File: src/rtl/pacman_disp_pkg.sv
// Shared constants and types for the Pac-Man display path: orientation modes,
// palette colours, per-pixel flag bundle and the sprite ROM address width helper.
package pacman_disp_pkg;

  localparam logic [1:0] ROT_NORM  = 2'd0;
  localparam logic [1:0] ROT_MIRX  = 2'd1;
  localparam logic [1:0] ROT_XPOS  = 2'd2;
  localparam logic [1:0] ROT_XPOSF = 2'd3;

  localparam logic [11:0] CLR_KEY  = 12'h000;
  localparam logic [11:0] CLR_WALL = 12'hFFF;
  localparam logic [11:0] CLR_BEAN = 12'hFF0;
  localparam logic [11:0] CLR_BG   = 12'h000;

  // Per-pixel side information that rides the pipeline next to the sprite hits.
  typedef struct packed {
    logic ovl_hit;
    logic wall;
    logic bean;
    logic over;
  } pix_flags_t;

  function automatic int spr_aw(input int size);
    return $clog2(size * size);
  endfunction

endpackage

File: src/rtl/sprite_hit_unit.sv
// One sprite lane: window compare against the shadow position and the
// orientation-mapped ROM address, both registered in stage 1.
module sprite_hit_unit
  import pacman_disp_pkg::*;
#(
  parameter int SPR_SIZE = 32
) (
  input  logic                          clk,
  input  logic                          rst,
  input  logic [9:0]                    col,
  input  logic [8:0]                    row,
  input  logic [9:0]                    x,
  input  logic [8:0]                    y,
  input  logic                          en,
  input  logic [1:0]                    rot,
  output logic                          hit,
  output logic [spr_aw(SPR_SIZE)-1:0]   addr
);

  localparam int LW = $clog2(SPR_SIZE);
  localparam int AW = spr_aw(SPR_SIZE);
  localparam logic [10:0] SZ = 11'(SPR_SIZE);

  logic [10:0]   c11, r11, x11, y11;
  logic          hit_c;
  logic [LW-1:0] dxl, dyl;
  logic [AW-1:0] addr_c;

  // 11-bit compare so a sprite near the right/bottom edge never wraps to 0.
  assign c11 = {1'b0, col};
  assign r11 = {2'b00, row};
  assign x11 = {1'b0, x};
  assign y11 = {2'b00, y};

  assign hit_c = en && (c11 >= x11) && (c11 < x11 + SZ) &&
                 (r11 >= y11) && (r11 < y11 + SZ);

  // Only the low bits of the offset matter once the pixel is inside the window.
  assign dxl = col[LW-1:0] - x[LW-1:0];
  assign dyl = row[LW-1:0] - y[LW-1:0];

  always_comb begin
    addr_c = {dyl, dxl};
    case (rot)
      ROT_NORM:  addr_c = {dyl, dxl};
      ROT_MIRX:  addr_c = {dyl, ~dxl};
      ROT_XPOS:  addr_c = {dxl, dyl};
      ROT_XPOSF: addr_c = {dxl, ~dyl};
      default:   addr_c = {dyl, dxl};
    endcase
  end

  always_ff @(posedge clk) begin
    if (rst) begin
      hit  <= 1'b0;
      addr <= '0;
    end else begin
      hit <= hit_c;
      if (hit_c) addr <= addr_c;
    end
  end

endmodule

File: src/rtl/sprite_compositor.sv
// Three-stage pixel compositor: sprite/overlay addressing, ROM wait, priority
// mux. Sprite and game-over state are shadowed at frame_start to avoid tearing.
module sprite_compositor
  import pacman_disp_pkg::*;
#(
  parameter int          NSPR       = 5,
  parameter int          SPR_SIZE   = 32,
  parameter logic [11:0] COLOR_KEY  = CLR_KEY,
  parameter logic [11:0] WALL_COLOR = CLR_WALL,
  parameter logic [11:0] BEAN_COLOR = CLR_BEAN,
  parameter logic [11:0] BG_COLOR   = CLR_BG,
  parameter int          OVL_X0     = 180,
  parameter int          OVL_Y0     = 100,
  parameter int          OVL_W      = 320,
  parameter int          OVL_H      = 190
) (
  input  logic                               clk,
  input  logic                               rst,
  input  logic                               frame_start,
  input  logic                               pix_valid_in,
  input  logic [9:0]                         col_in,
  input  logic [8:0]                         row_in,
  input  logic                               wall_in,
  input  logic                               bean_in,
  input  logic                               over_in,
  input  logic [NSPR*10-1:0]                 spr_x,
  input  logic [NSPR*9-1:0]                  spr_y,
  input  logic [NSPR-1:0]                    spr_en,
  input  logic [NSPR*2-1:0]                  spr_rot,
  output logic [NSPR*spr_aw(SPR_SIZE)-1:0]   spr_addr,
  input  logic [NSPR*12-1:0]                 spr_color,
  output logic [$clog2(OVL_W*OVL_H)-1:0]     ovl_addr,
  input  logic [11:0]                        ovl_color,
  output logic                               pix_valid_out,
  output logic [11:0]                        rgb_out
);

  localparam int STAGES = 3;
  localparam int AW     = spr_aw(SPR_SIZE);
  localparam int OAW    = $clog2(OVL_W*OVL_H);
  localparam logic [10:0] OX0 = 11'(OVL_X0);
  localparam logic [10:0] OX1 = 11'(OVL_X0 + OVL_W);
  localparam logic [10:0] OY0 = 11'(OVL_Y0);
  localparam logic [10:0] OY1 = 11'(OVL_Y0 + OVL_H);

  logic [NSPR-1:0][9:0]    sh_x;
  logic [NSPR-1:0][8:0]    sh_y;
  logic [NSPR-1:0]         sh_en;
  logic [NSPR-1:0][1:0]    sh_rot;
  logic                    sh_over;

  logic [STAGES:1]         vld_pipe;
  pix_flags_t              flg1, flg2;
  logic [NSPR-1:0]         hit1, hit2;
  logic [NSPR-1:0][AW-1:0] addr_arr;
  logic [NSPR-1:0][11:0]   spr_pix;

  always_ff @(posedge clk) begin
    if (rst) begin
      sh_x    <= '0;
      sh_y    <= '0;
      sh_en   <= '0;
      sh_rot  <= '0;
      sh_over <= 1'b0;
    end else if (frame_start) begin
      sh_x    <= spr_x;
      sh_y    <= spr_y;
      sh_en   <= spr_en;
      sh_rot  <= spr_rot;
      sh_over <= over_in;
    end
  end

  for (genvar i = 0; i < NSPR; i++) begin : g_spr
    sprite_hit_unit #(.SPR_SIZE(SPR_SIZE)) u_hit (
      .clk  (clk),
      .rst  (rst),
      .col  (col_in),
      .row  (row_in),
      .x    (sh_x[i]),
      .y    (sh_y[i]),
      .en   (sh_en[i]),
      .rot  (sh_rot[i]),
      .hit  (hit1[i]),
      .addr (addr_arr[i])
    );
  end

  assign spr_addr = addr_arr;
  assign spr_pix  = spr_color;

  // Overlay window decode, sharing stage 1 with the sprite lanes.
  logic [10:0]    c11, r11;
  logic           ovl_hit_c;
  logic [OAW-1:0] ovl_addr_c;

  assign c11        = {1'b0, col_in};
  assign r11        = {2'b00, row_in};
  assign ovl_hit_c  = (c11 >= OX0) && (c11 < OX1) && (r11 >= OY0) && (r11 < OY1);
  assign ovl_addr_c = OAW'(r11 - OY0) * OAW'(OVL_W) + OAW'(c11 - OX0);

  always_ff @(posedge clk) begin
    if (rst) begin
      vld_pipe <= '0;
      flg1     <= '0;
      flg2     <= '0;
      hit2     <= '0;
      ovl_addr <= '0;
    end else begin
      vld_pipe <= {vld_pipe[STAGES-1:1], pix_valid_in};
      flg1     <= '{ovl_hit: ovl_hit_c, wall: wall_in, bean: bean_in, over: sh_over};
      flg2     <= flg1;
      hit2     <= hit1;
      if (ovl_hit_c) ovl_addr <= ovl_addr_c;
    end
  end

  logic [11:0] pix_c;
  logic [11:0] spr_sel;
  logic        spr_found;

  always_comb begin
    spr_found = 1'b0;
    spr_sel   = BG_COLOR;
    for (int i = 0; i < NSPR; i++) begin
      if (!spr_found && hit2[i] && spr_pix[i] != COLOR_KEY) begin
        spr_found = 1'b1;
        spr_sel   = spr_pix[i];
      end
    end
    pix_c = BG_COLOR;
    if (flg2.over)      pix_c = flg2.ovl_hit ? ovl_color : BG_COLOR;
    else if (flg2.wall) pix_c = WALL_COLOR;
    else if (spr_found) pix_c = spr_sel;
    else if (flg2.bean) pix_c = BEAN_COLOR;
  end

  always_ff @(posedge clk) begin
    if (rst) rgb_out <= '0;
    else     rgb_out <= vld_pipe[STAGES-1] ? pix_c : 12'h000;
  end

  assign pix_valid_out = vld_pipe[STAGES];

endmodule
File: config.mk
export PLATFORM = sky130hd
export DESIGN_NAME = sprite_compositor
export DESIGN_NICKNAME = d
export VERILOG_FILES = /design/src/rtl/pacman_disp_pkg.sv /design/src/rtl/sprite_hit_unit.sv /design/src/rtl/sprite_compositor.sv
export SDC_FILE = /design/constraint.sdc
export NUM_CORES = 1
export LEC_CHECK = 0
export ABC_AREA = 0
export CAP_MARGIN = 20
export CORE_UTILIZATION = 40
export DETAILED_ROUTE_END_ITERATION = 10
export SLEW_MARGIN = 20
export SYNTH_ARGS = -nofsm -noshare
export SYNTH_HDL_FRONTEND = slang
export SYNTH_SLANG_ARGS = --single-unit
export TNS_END_PERCENT = 20
File: constraint.sdc
create_clock -name clk -period 5.4 [get_ports clk]
set_input_delay 1.62 -clock clk [delete_from_list [all_inputs] [get_ports clk]]
set_output_delay 1.62 -clock clk [all_outputs]
set_load 0.1 [all_outputs]
# Word-level counts from Yosys, hierarchy flattened
# Index checks and enable logic that the tools add are counted.
# op_classes
n_addsub	23
mul	1
order_cmp	24
n_eq_ne	15
n_mux	20
n_bitwise	11
reduce_logical	47
# ops
operator	count
one-hot mux 10 bit (4 select lines)	5
two-way mux 12 bit	10
nonzero test 12 bit	5
adder 10 x 6 -> 11 bit (second input constant)	5
< comparator 10 x 11 -> 1 bit	5
< comparator 9 x 11 -> 1 bit	5
adder 9 x 6 -> 10 bit (second input constant)	5
greater-or-equal comparator 10 bit	5
NOT 5 bit	10
subtractor 5 bit	10
greater-or-equal comparator 9 bit	5
logical AND 1 bit	32
== test 2 bit (second input constant)	10
adder 16 bit	1
multiplier 16 x 3 -> 10 bit (second input constant)	1
subtractor 10 x 8 -> 11 bit (second input constant)	1
== test 2 x 1 -> 1 bit (second input constant)	5
greater-or-equal comparator 10 x 8 -> 1 bit (second input constant)	1
zero test 2 bit	5
< comparator 10 x 9 -> 1 bit (second input constant)	1
subtractor 9 x 7 -> 10 bit (second input constant)	1
greater-or-equal comparator 9 x 7 -> 1 bit (second input constant)	1
< comparator 9 bit (second input constant)	1
two-way mux 1 bit	5
3 further kinds	6
# word_totals
ff_bits	210
wordCells	180

# Longest topological paths before layout
# depth
depth_word	22
depth_mapped	18
mapped_depth_nobuf	18

# Cells and area by module
# Synthesis repeated with hierarchy kept, for this count alone.
# unflattened
hier_cells	1738
area_unflattened_um2	15361.0
# modules_own_cells
module	n_inst	cells_each	area_per_inst_um2
sprite_hit_unit	5	203	1671.6
sprite_compositor	1	723	7003.0

# Least setup slack after synthesis
# Ideal clock, no wire load.
# synth_path
kind	input-to-reg
startpoint	in row_in[2]
endpoint	reg ovl_addr[15]
setup_time_ns	0.115
arrival_ns	4.135
required_ns	5.285
setup_slack_ns	1.150
cell_stages	14
cell_sequence	inv_2 ha_1 inv_1 ha_1 ha_1 fa_1 ha_1 nand3_1 o211ai_1 o21ai_0 o2bb2ai_1 o21ai_0 xnor2_1 o21a_1
# synth_via
elab_chain_cells	3
elab_cells_between_ends	7
# synth_lines
item	line_no	rtl
start: declaration	sprite_compositor.sv:22	input logic [8:0] row_in,
subtractor 9 x 7 -> 10 bit / greater-or-equal comparator 9 x 7 -> 1 bit (equally long branches)	sprite_compositor.sv:100, sprite_compositor.sv:99	
multiplier 16 x 3 -> 10 bit / logical AND 1 bit (equally long branches)	sprite_compositor.sv:100, sprite_compositor.sv:99	
adder 16 bit / logical AND 1 bit (equally long branches)	sprite_compositor.sv:100, sprite_compositor.sv:99	
end signal: assignment	sprite_compositor.sv:114	if (ovl_hit_c) ovl_addr <= ovl_addr_c;
end: declaration	sprite_compositor.sv:32	output logic [$clog2(OVL_W*OVL_H)-1:0] ovl_addr,
# Several ways; a longest one is shown, not always the timed one.
# A chain may end at the register's enable or synchronous reset.

# Worst setup path after layout
# layout_path
startpoint	in row_in[3]
endpoint	reg ovl_addr[15]
# Same word-level chain as after synthesis.

==> results.txt <==
----------------------------------------------------
[Routing]
  DR pass1 iterations ... 6
  DRC violation count after routing ... 0
  Drt first-iter violations ... just under 900
  Vias after detailed routing ... between 10k and 15k
  Final routed wirelength across all metal layers ... 45300 microns
  Post-DR wirelength/cell ... ~19 microns
  Routed via count divided by cell count ... 5.387
  Post-route ant nets ... 0

[Timing]
  Setup repair after global routing missed its margin ... no
  Part of the cycle the worst path needs ... 84.63%
  Max-slew headroom ... ~25%
  Max Clk Rate ... approximately 220 MHz
  Max Clock Skew ... 0.009501 ns
  Clock period minus final worst setup slack ... 4.570 ns
  Final-layout setup total negative slack ... 0 ns
  Tightest Pin Transition ... between 1 and 1.5 ns
  Number of hold violations in the final report ... 0
  Final number of setup-violating endpoints ... 0
  Max Slew Vio Count ... 0
  Hold Worst Slack ... roughly 0.44 ns
  Worst Setup Slack, final ... 0.8299 ns

[Min path]
  Hold crit path type ... register to register

[Clocking]
  Post-CTS clock slew at the launch and capture registers of the worst setup and hold paths ... about 0.060 ns
  TritonCTS buffer count ... 26
  Buffer cell driving the clock tree root ... sky130_fd_sc_hd__clkbuf_16
  H-tree Lvls ... 1
  Clk buf depth ... 3
  Number of buffers inserted by post-CTS setup repair ... 0
  TritonCTS clock tree ... done
  Clk sink count ... 210
  Worst-skew pair later-pin latency ... between 0.5 and 0.6 ns
  CTS hold repair buffers ... 0
  Number of gates resized after cts ... 0

[Cells and area]
  Most frequent cells in the layout ... 284 x sky130_fd_sc_hd__clkdlybuf4s50_1, 210 x sky130_fd_sc_hd__dfxtp_1, 175 x sky130_fd_sc_hd__ha_1
  Net total in the final layout ... ~2.3k
  Layout cell share with drive strength beyond 1 ... ~4.3%
  Most common library cell in the layout ignoring fill and taps ... sky130_fd_sc_hd__clkdlybuf4s50_1
  Post-route standard cell area excluding fillers ... around 19000 sq um
  Growth of design area from synthesis to finish ... 29.64%

[GRT]
  Global routing usage summed across all routing layers ... between 20% and 30%
  First-pass GRT wire length ... a little under 70000 microns
  Largest net degree at the start of global routing ... 80
  Remaining global-route overflow ... 0
  Vias in the first global route ... around 13k
  Number of antenna violations at the first check in global routing ... 1

[Floorplanning]
  IO Count ... 287
  Die area ... between 30000 and 40000 sq um
  Floorplan die height ... 191.2 microns
  Die width ... between 150 and 200 microns
  Starting utilization of the core area ... about two fifths
  Placeable core region ... 34880 sq um
  Row count ... around 70

[Synth]
  Number of distinct library cells after synthesis ... a little over 70
  Most used flip-flop cell after synthesis ... sky130_fd_sc_hd__dfxtp_1
  Syn avg cell area ... about 8.7 sq um
  Ys async rst share ... 0%
  Net count of the mapped netlist ... roughly 2k
  Synthesized area ... 14320 sq um
  Portion of the post-synthesis area used by sequential elements ... roughly 30%
  Number of synthesized flops with an enable pin ... 0
  Synthesized flop and latch total ... 210
  Cells after Synth ... roughly 1.6k
  Yosys Warn Count ... 0

[Setup path]
  Crit Path Class ... input port to register
  Data arrival time of the critical path ... 5.00 ns
  Setup crit end kind ... register
  Required time worst endpoint ... approximately 5.8 ns
  Crit start category ... input port
  Largest fanout of any net on the critical path ... 5

[Place]
  IO Port Bufs ... between 200 and 300
  Weighted congestion at the end of routability-driven global placement ... 0.8918
  Placed wire-length estimate ... ~35000 microns
  Post-detailed-placement cell area ... about 18000 sq um
  Pre-CTS setup slack ... approximately 0.30 ns

[Power]
  Pleak ... 7.503 nW
  Total chip power ... 4.791 mW
  P per Cell Area ... between 200 and 300 nW/um^2
  Worst IR Drop VDD ... ~240 uV

[Flow run]
  Number of violations of the max-capacitance limit ... 0

[Status]
  Status ... completed

----------------------------------------------------
==> logic make-up after synthesis <==
family | after synthesis | share of synthesized area, %
buffers and inverters | 204 | 5.407
DFF | 210 | 29.35
adders and majority gates | 187 | 16.96
muxes | 159 | 11.11
xor gates and xnor gates | 96 | 5.870
AOI/OAI and AO/OA | 394 | 18.60
and+or+nand+nor | 389 | 12.70
==> per-layer routing <==
metal	vias up	wire length [microns]	track usage, %
met1	6001	20860	32.55
met3	56	2801	3.470
met2	353	20560	39.74
met5	-	0	0
met4	0	1070	6.624
li1	6455	-	-
==> worst paths after layout <==
| kind | startpoint | end | slack [ns] | cells past startpoint |
|---|---|---|---|---|
| worst max-delay path | row_in[3] | ovl_addr[15] | 0.83 | 15 |
| worst min-delay path | flg1[2] | flg2[2] | 0.44 | 1 |
| worst max register to register | sh_x[25] | g_spr[2].u_hit.addr[6] | 2.32 | 9 |
| worst min register to register | flg1[2] | flg2[2] | 0.44 | 1 |
==> synthesized netlist by cell type (all sizes together), types with 28 or more instances <==
cell type	n	area share, %
nand3	47	1.6
o21ai	79	2.8
nor2	175	4.6
ha	175	15
a21oi	95	3.3
mux2i	159	11
nor2b	28	1.2
clkbuf	52	1.4
inv	136	3.6
nand2	55	1.5
xnor2	80	4.9
dfxtp	210	29
==> report_power, final <==
| group | leakage (nW) | internal [mW] | switching, mW |
|---|---|---|---|
| Sequential | 1.72 | 1.62 | 0.0697 |
| Clock | 0.426 | 1.05 | 0.689 |
| Combinational | 5.36 | 0.610 | 0.751 |
| Total | 7.50 | 3.28 | 1.51 |
==> area by class of cell <==
type / count / area (sq um)
clock buffers: 38 / 787.0
multi-input cells: 1225 / 9345
fillers: 3287 / 16310
well taps: 455 / 569.3
diodes: 1 / 2.502
inverters: 137 / 514.2
flip-flops and latches: 210 / 4204
clock inverters: 9 / 78.83
repair buffers: 313 / 3068
==> metrics by stage <==
stage	utilization, %	cells
after floorplan	-	1639
after global placement	50.74	2340
after detailed placement	50.74	2340
after CTS	53.22	2387
after global routing	53.22	2387
final	53.23	2388
==> state kept, by name, summed over array words and instances, names as in the netlist, 10 cells and up <==
signal / cells
sh_rot: 10
g_spr.u_hit.addr: 50
ovl_addr: 16
sh_x: 50
rgb_out: 12
sh_y: 45
==> critical path, cell delays in order <==
cell and delay (ns):
sky130_fd_sc_hd__clkdlybuf4s50_1 0.61, sky130_fd_sc_hd__inv_1 0.08, sky130_fd_sc_hd__ha_1 0.27, sky130_fd_sc_hd__inv_1 0.05, sky130_fd_sc_hd__ha_1 0.27, sky130_fd_sc_hd__ha_1 0.22
sky130_fd_sc_hd__fa_1 0.45, sky130_fd_sc_hd__ha_1 0.37, sky130_fd_sc_hd__nand3_1 0.09, sky130_fd_sc_hd__o211ai_1 0.21, sky130_fd_sc_hd__o21ai_0 0.11, sky130_fd_sc_hd__o2bb2ai_1 0.16
sky130_fd_sc_hd__o21ai_0 0.21, sky130_fd_sc_hd__xnor2_1 0.09, sky130_fd_sc_hd__o21a_1 0.16
No activity file was read; power rests on OpenSTA's default activity.
